[src/rtl/clock_pkg.sv]
// Shared definitions for the HH:MM:SS clock controller.
//   - state encoding (RUN..SET_AL_MIN, 3 bits, also driven on set_mode)
//   - BCD field limits for the two-digit counters
//   - digit positions inside blank_mask and a helper that maps a set
//     state to the pair of digits it edits
package clock_pkg;

   typedef enum logic [2:0] {
      RUN        = 3'd0,
      SET_HR     = 3'd1,
      SET_MIN    = 3'd2,
      SET_SEC    = 3'd3,
      SET_AL_HR  = 3'd4,
      SET_AL_MIN = 3'd5
   } state_e;

   localparam logic [7:0] HR_MAX = 8'h23;
   localparam logic [7:0] MS_MAX = 8'h59;

   localparam int DIG_S_UNITS = 0;
   localparam int DIG_S_TENS  = 1;
   localparam int DIG_M_UNITS = 2;
   localparam int DIG_M_TENS  = 3;
   localparam int DIG_H_UNITS = 4;
   localparam int DIG_H_TENS  = 5;

   // Digits belonging to the field edited in state s (all zero in RUN).
   // Alarm states reuse the hour/minute positions because the alarm is
   // shown there while it is being edited.
   function automatic logic [5:0] field_mask(state_e s);
      logic [5:0] m;
      m = '0;
      case (s)
         SET_HR, SET_AL_HR: begin
            m[DIG_H_TENS]  = 1'b1;
            m[DIG_H_UNITS] = 1'b1;
         end
         SET_MIN, SET_AL_MIN: begin
            m[DIG_M_TENS]  = 1'b1;
            m[DIG_M_UNITS] = 1'b1;
         end
         SET_SEC: begin
            m[DIG_S_TENS]  = 1'b1;
            m[DIG_S_UNITS] = 1'b1;
         end
         default: m = '0;
      endcase
      return m;
   endfunction

endpackage

[src/rtl/bcd2_counter.sv]
// Two-digit BCD counter, 00..max, wrapping to 00.
// Ports:
//   clk, rst  clock and synchronous active-high reset (value -> 00)
//   max       highest value as packed BCD (e.g. 8'h23, 8'h59)
//   inc       advance by one this cycle
//   clr       synchronous clear to 00 (takes priority over inc)
//   val       current value {tens, units}
//   wrap      high in the cycle an inc takes the value from max to 00
module bcd2_counter
   import clock_pkg::*;
(
   input  logic       clk,
   input  logic       rst,
   input  logic [7:0] max,
   input  logic       inc,
   input  logic       clr,
   output logic [7:0] val,
   output logic       wrap
);

   logic [7:0] val_q, val_d;

   always_comb begin
      val_d = val_q;
      wrap  = 1'b0;
      if (clr) begin
         val_d = 8'h00;
      end else if (inc) begin
         if (val_q == max) begin
            val_d = 8'h00;
            wrap  = 1'b1;
         end else if (val_q[3:0] == 4'd9) begin
            val_d = {val_q[7:4] + 4'd1, 4'd0};
         end else begin
            val_d = {val_q[7:4], val_q[3:0] + 4'd1};
         end
      end
   end

   always_ff @(posedge clk) begin
      if (rst) val_q <= 8'h00;
      else     val_q <= val_d;
   end

   assign val = val_q;

endmodule

[src/rtl/clock_time_ctrl.sv]
// Mode and time-keeping controller for the HH:MM:SS clock.
// Optional alarm support is compiled in with the CLOCK_ALARM_EN macro.
// Ports:
//   clk, rst    clock, synchronous active-high reset
//   tick        one-cycle pulse, TICKS_PER_SEC per second
//   btn_mode    mode button level (debounced)
//   btn_inc     increment button level (debounced)
//   al_en       alarm enable switch (only meaningful with CLOCK_ALARM_EN)
//   time_bcd    {h_tens,h_units,m_tens,m_units,s_tens,s_units}
//   blank_mask  1 = blank digit, bit 5 = h_tens .. bit 0 = s_units
//   set_mode    current state encoding
//   sec_pulse   one-cycle pulse when seconds advance in RUN
//   alarm_hit   alarm active (always 0 without CLOCK_ALARM_EN)
module clock_time_ctrl
   import clock_pkg::*;
#(
   parameter int TICKS_PER_SEC = 10,
   parameter int BLINK_TICKS   = 5
)(
   input  logic        clk,
   input  logic        rst,
   input  logic        tick,
   input  logic        btn_mode,
   input  logic        btn_inc,
   input  logic        al_en,
   output logic [23:0] time_bcd,
   output logic [5:0]  blank_mask,
   output logic [2:0]  set_mode,
   output logic        sec_pulse,
   output logic        alarm_hit
);

   localparam int PW = (TICKS_PER_SEC > 1) ? $clog2(TICKS_PER_SEC) : 1;
   localparam int BW = (BLINK_TICKS > 1) ? $clog2(BLINK_TICKS) : 1;
   localparam logic [PW-1:0] PRESC_LAST = PW'(TICKS_PER_SEC - 1);
   localparam logic [BW-1:0] BLINK_LAST = BW'(BLINK_TICKS - 1);

   logic          mode_lvl_q, mode_lvl_d, inc_lvl_q, inc_lvl_d;
   logic          mode_edge_q, mode_edge_d, inc_edge_q, inc_edge_d;
   state_e        state_q, state_d;
   logic [PW-1:0] presc_q, presc_d;
   logic [BW-1:0] blink_cnt_q, blink_cnt_d;
   logic          blink_q, blink_d;
   logic          sec_pulse_q, sec_pulse_d;
   logic [5:0]    blank_mask_q, blank_mask_d;
   logic          alarm_hit_q, alarm_hit_d;

   logic          in_run, in_set, inc_ok, sec_tick;
   logic          sec_inc, min_inc, hr_inc, sec_wrap, min_wrap, unused_hr_wrap;
   logic [7:0]    sec_bcd, min_bcd, hr_bcd;

   bcd2_counter u_sec (.clk(clk), .rst(rst), .max(MS_MAX), .inc(sec_inc),
                       .clr(1'b0), .val(sec_bcd), .wrap(sec_wrap));
   bcd2_counter u_min (.clk(clk), .rst(rst), .max(MS_MAX), .inc(min_inc),
                       .clr(1'b0), .val(min_bcd), .wrap(min_wrap));
   bcd2_counter u_hr  (.clk(clk), .rst(rst), .max(HR_MAX), .inc(hr_inc),
                       .clr(1'b0), .val(hr_bcd),  .wrap(unused_hr_wrap));

`ifdef CLOCK_ALARM_EN
   logic       al_hr_inc, al_min_inc, unused_al_hr_wrap, unused_al_min_wrap;
   logic [7:0] al_hr_bcd, al_min_bcd;

   bcd2_counter u_al_hr  (.clk(clk), .rst(rst), .max(HR_MAX), .inc(al_hr_inc),
                          .clr(1'b0), .val(al_hr_bcd), .wrap(unused_al_hr_wrap));
   bcd2_counter u_al_min (.clk(clk), .rst(rst), .max(MS_MAX), .inc(al_min_inc),
                          .clr(1'b0), .val(al_min_bcd), .wrap(unused_al_min_wrap));

   assign al_hr_inc  = (state_q == SET_AL_HR)  & inc_ok;
   assign al_min_inc = (state_q == SET_AL_MIN) & inc_ok;
`else
   logic unused_al_en;
   assign unused_al_en = al_en;
`endif

   assign in_run   = (state_q == RUN);
   assign in_set   = ~in_run;
   // A mode edge swallows a coincident inc edge.
   assign inc_ok   = inc_edge_q & ~mode_edge_q;
   // RUN ticks are honoured even when a mode edge lands in the same cycle.
   assign sec_tick = in_run & tick & (presc_q == PRESC_LAST);

   // Set modes edit one field without carrying; RUN chains the wraps.
   assign sec_inc = sec_tick | ((state_q == SET_SEC) & inc_ok);
   assign min_inc = (in_run & sec_wrap) | ((state_q == SET_MIN) & inc_ok);
   assign hr_inc  = (in_run & min_wrap) | ((state_q == SET_HR)  & inc_ok);

   always_comb begin
      mode_lvl_d  = btn_mode;
      inc_lvl_d   = btn_inc;
      mode_edge_d = btn_mode & ~mode_lvl_q;
      inc_edge_d  = btn_inc  & ~inc_lvl_q;

      state_d = state_q;
      if (mode_edge_q) begin
         case (state_q)
            RUN:        state_d = SET_HR;
            SET_HR:     state_d = SET_MIN;
            SET_MIN:    state_d = SET_SEC;
`ifdef CLOCK_ALARM_EN
            SET_SEC:    state_d = SET_AL_HR;
            SET_AL_HR:  state_d = SET_AL_MIN;
`endif
            default:    state_d = RUN;
         endcase
      end

      // Held at 0 outside RUN, so re-entering RUN gives a full second.
      presc_d = presc_q;
      if (state_d != RUN)           presc_d = '0;
      else if (in_run && tick)      presc_d = (presc_q == PRESC_LAST) ? '0 : presc_q + 1'b1;

      // Any state change or applied edit restarts the blink visible.
      blink_cnt_d = blink_cnt_q;
      blink_d     = blink_q;
      if ((state_d != state_q) || !in_set || inc_ok) begin
         blink_cnt_d = '0;
         blink_d     = 1'b0;
      end else if (tick) begin
         if (blink_cnt_q == BLINK_LAST) begin
            blink_cnt_d = '0;
            blink_d     = ~blink_q;
         end else begin
            blink_cnt_d = blink_cnt_q + 1'b1;
         end
      end

      blank_mask_d = blink_d ? field_mask(state_d) : 6'b000000;
      sec_pulse_d  = sec_tick;
`ifdef CLOCK_ALARM_EN
      alarm_hit_d  = al_en & in_run & ({hr_bcd, min_bcd} == {al_hr_bcd, al_min_bcd});
`else
      alarm_hit_d  = 1'b0;
`endif
   end

   always_ff @(posedge clk) begin
      if (rst) begin
         // Track the live level so a button held through reset is no edge.
         mode_lvl_q   <= btn_mode;
         inc_lvl_q    <= btn_inc;
         mode_edge_q  <= 1'b0;
         inc_edge_q   <= 1'b0;
         state_q      <= RUN;
         presc_q      <= '0;
         blink_cnt_q  <= '0;
         blink_q      <= 1'b0;
         sec_pulse_q  <= 1'b0;
         blank_mask_q <= '0;
         alarm_hit_q  <= 1'b0;
      end else begin
         mode_lvl_q   <= mode_lvl_d;
         inc_lvl_q    <= inc_lvl_d;
         mode_edge_q  <= mode_edge_d;
         inc_edge_q   <= inc_edge_d;
         state_q      <= state_d;
         presc_q      <= presc_d;
         blink_cnt_q  <= blink_cnt_d;
         blink_q      <= blink_d;
         sec_pulse_q  <= sec_pulse_d;
         blank_mask_q <= blank_mask_d;
         alarm_hit_q  <= alarm_hit_d;
      end
   end

   always_comb begin
      time_bcd = {hr_bcd, min_bcd, sec_bcd};
`ifdef CLOCK_ALARM_EN
      if (state_q == SET_AL_HR || state_q == SET_AL_MIN)
         time_bcd = {al_hr_bcd, al_min_bcd, 8'h00};
`endif
   end

   assign blank_mask = blank_mask_q;
   assign set_mode   = state_q;
   assign sec_pulse  = sec_pulse_q;
   assign alarm_hit  = alarm_hit_q;

endmodule

[config.mk]
export PLATFORM = sky130hd
export DESIGN_NAME = clock_time_ctrl
export DESIGN_NICKNAME = d
export VERILOG_FILES = /design/src/rtl/clock_pkg.sv /design/src/rtl/bcd2_counter.sv /design/src/rtl/clock_time_ctrl.sv
export SDC_FILE = /design/constraint.sdc
export NUM_CORES = 1
export LEC_CHECK = 0
export ABC_AREA = 1
export BUFFER_PORTS_ARGS = -buffer_cell sky130_fd_sc_hd__buf_2
export CORE_MARGIN = 5
export CORE_UTILIZATION = 35
export DETAILED_ROUTE_END_ITERATION = 8
export PLACE_DENSITY = 0.62
export SETUP_SLACK_MARGIN = 0.1
export SLEW_MARGIN = 20
export SYNTH_ARGS = -nofsm -noshare
export SYNTH_HDL_FRONTEND = slang
export SYNTH_HIERARCHICAL = 1
export SYNTH_SLANG_ARGS = --single-unit
[constraint.sdc]
create_clock -name clk -period 3.8 [get_ports clk]
set_input_delay 0.57 -clock clk [delete_from_list [all_inputs] [get_ports clk]]
set_output_delay 0.57 -clock clk [all_outputs]
set_load 0.05 [all_outputs]
==> out/qor.yml <==
timing:
  slew_viol_final: 0
  slew-limit-headroom_pct: 43.0
  final.setup.tns_ns: 0
  report.final.setup_viol: 0
  hold_ws_ns: 0.388
  rsz0062_at_grt: "no"
  tightest_slew_ns: 0.848
  worst_slack_ns: 0.630
  hold_viol: 0
  fin_crit_ns: 3.17
  fin_skew_ns: 0.00384
  fin_crit_sh_pct: 83.4
  max_freq_mhz: 315
yosys:
  syn_area_per_cell_um2: 6.94
  synth.cell_area_um2: 2580
  netlist_instances: 372
  ys_warn_count: 6
cts:
  htreeDepth: 2
  cts_hold_buf: 0
  clkLatencyLatePin_ns: 0.29
  clkSinkCount: 43
  clkTransAtPathRegs_ns: 0.08
  cts_root_buf: "clkbuf_8"
  cts_tree: "built"
  cts_buffers: 5
  clockBufferDepth: 2
die:
  start_util_pct: 35.8
  chipHeight_um: 95.9
  die-width_um: 95.9
  dieArea_um2: 9200
  core_area_um2: 7210
  rows: 31
  io_pins: 41
routing:
  vias: 2325
  drc_errors: 0
  ant_nets: 0
  drt_pass1_iterations: 4
  via_per_inst: 4.22
  wl_per_cell_um: 9.03
  drt_wl_total_um: 4980
  first_iter_violations: 50
setup_path:
  end_kind: "flop"
  rrSetupSlack_ns: 0.63
  startpoint_type: "flop"
  cp_common_cell: "nand2_1"
  cpMaxStageDelayCell: "dfxtp_1"
  r2r_cells: 18
  crit_buf_inv: 2
  worst-endpoint-arrival_ns: 3.36
  r2r_start: "set_mode[0]$_SDFF_PP0_"
  r2r-end: "u_hr/val[2]$_SDFFE_PP0P_"
  criticalPathCategory: "reg2reg"
  path_cells: "nor2_8 > nand3_4 > nor2_2 > nand2_1 > o21ai_1 > nand3_1 > nor2_1 > nand2_1 > o31ai_1 > nand3_1 > nor2_1 > nand2_1 > o21ai_2 > inv_1 > nor2_4 > inv_1 > nand2_1 > nor3_2"
  cp_max_fo: 9
  cp_top_family: "simple AND/OR/NAND/NOR gates"
  critical_path.max_stage_delay_ns: 0.45
  critPathRequiredTime_ns: 3.99
pwr:
  p_leak_nw: 1.44
  p_per_area_nw_per_um2: 274
  ir_drop_mv: 0.147
status:
  status: "finished clean"
finish:
  stdcell_count: 551
  area_growth_pct: 20.6
  nets: 468
  multiInputGateArea_um2: 1590
  fill_cells: 780
  n_antenna_cell: 0
  seq_area_um2: 861
  drive_gt1_share_pct: 17.7
  final_core_util_pct: 43.2
grt:
  grt_util_all_layers_pct: 12.3
  antenna_found_initial: 0
  grt_pass1_vias: 2174
  grt_pass1_wl_um: 9090
  grt_start_max_net_pins: 13
  grt-ovfl-total: 0
placed_design:
  dp_slack_ns: 0.204
  hpwl_um: 3940
  placed_cells: 541
  routabilityCongestion: 0.812
  portBuffers: 38
worst_hold_path:
  worstHoldStart: "btn_inc"
  hold_class: "in2reg"
  min_to: "inc_lvl_q$_DFF_P_"
  hold_depth: 1
job:
  max-cap-violations: 0
==> flip-flops by register name, indices dropped and copies added (netlist names) <==
name	cells
u_hr/val	8
u_min/val	8
u_sec/val	8
presc_q	4
blank_mask	3
blink_cnt_q	3
set_mode	3
blink_q	1
inc_edge_q	1
inc_lvl_q	1
mode_edge_q	1
mode_lvl_q	1
sec_pulse	1
==> worst max-delay path by stage <==
stage	cells after the start	start	slack, ns	end
detailed placement	18	tick	0.20	u_hr/val[3]$_SDFFE_PP0P_
CTS	18	set_mode[0]$_SDFF_PP0_	0.30	u_hr/val[4]$_SDFFE_PP0P_
global placement	18	tick	0.25	u_hr/val[3]$_SDFFE_PP0P_
global route	18	set_mode[0]$_SDFF_PP0_	0.22	u_hr/val[3]$_SDFFE_PP0P_
finish	18	set_mode[0]$_SDFF_PP0_	0.63	u_hr/val[2]$_SDFFE_PP0P_
floorplan	19	set_mode[0]$_SDFF_PP0_	0.62	u_hr/val[4]$_SDFFE_PP0P_
==> per-stage QoR <==
step	area (µm²)	total power [mW]
6_report	3120	0.853
3_5_place_dp	3000	0.542
5_1_grt	3120	0.897
2_1_floorplan	2720	0.531
4_1_cts	3100	0.869
3_3_place_gp	3000	0.542
==> repair_timing <==
| action | CTS | global route |
|---|---|---|
| setup buffers | 0 | 2 |
| resized for setup | 0 | 2 |
| hold endpoints to repair | 0 | 0 |
| setup endpoints to repair | 0 | 7 |
==> worst reg2reg max path, delay by kind of cell, from the launching register on <==
| family | cells | cell delay [ns] |
|---|---|---|
| buffers and inverters | 2 | 0.24 |
| DFF | 1 | 0.45 |
| AOI/OAI and AO/OA | 3 | 0.47 |
| and+or+nand+nor | 13 | 1.89 |
==> where the power goes <==
group	switching, mW	leakage (nW)	internal (mW)
Sequential	0.00663	0.348	0.455
Combinational	0.0455	1.04	0.0248
Clock	0.155	0.0515	0.166
Total	0.207	1.44	0.646
==> cell usage in the layout (no fill, tap or decap), types with 4 or more instances in the layout <==
cell	instances
a21oi_1	25
buf_2	38
clkbuf_8	7
conb_1	39
dfxtp_1	43
ha_1	11
inv_1	49
inv_2	8
nand2_1	78
nand2_2	6
nand3_1	50
nor2_1	34
nor2_2	7
nor3_2	4
xnor2_1	20
xor2_1	6
==> metal layers <==
metal	track usage [%]	vias up	share of wire [%]
li1	-	1289	-
met1	15.2	1002	48
met2	20.8	30	47
met3	2.58	4	3.4
met4	4.98	0	1.3
met5	0	-	0
==> area by class of cell <==
class	instances	share of cell area, %
timing repair buffer	41	6.83
sequential	43	27.6
tap	99	3.98
clock buffer	8	3.21
multi-input combinational	300	51.1
inverter	60	7.23
Power figures use the tool's default switching activity.
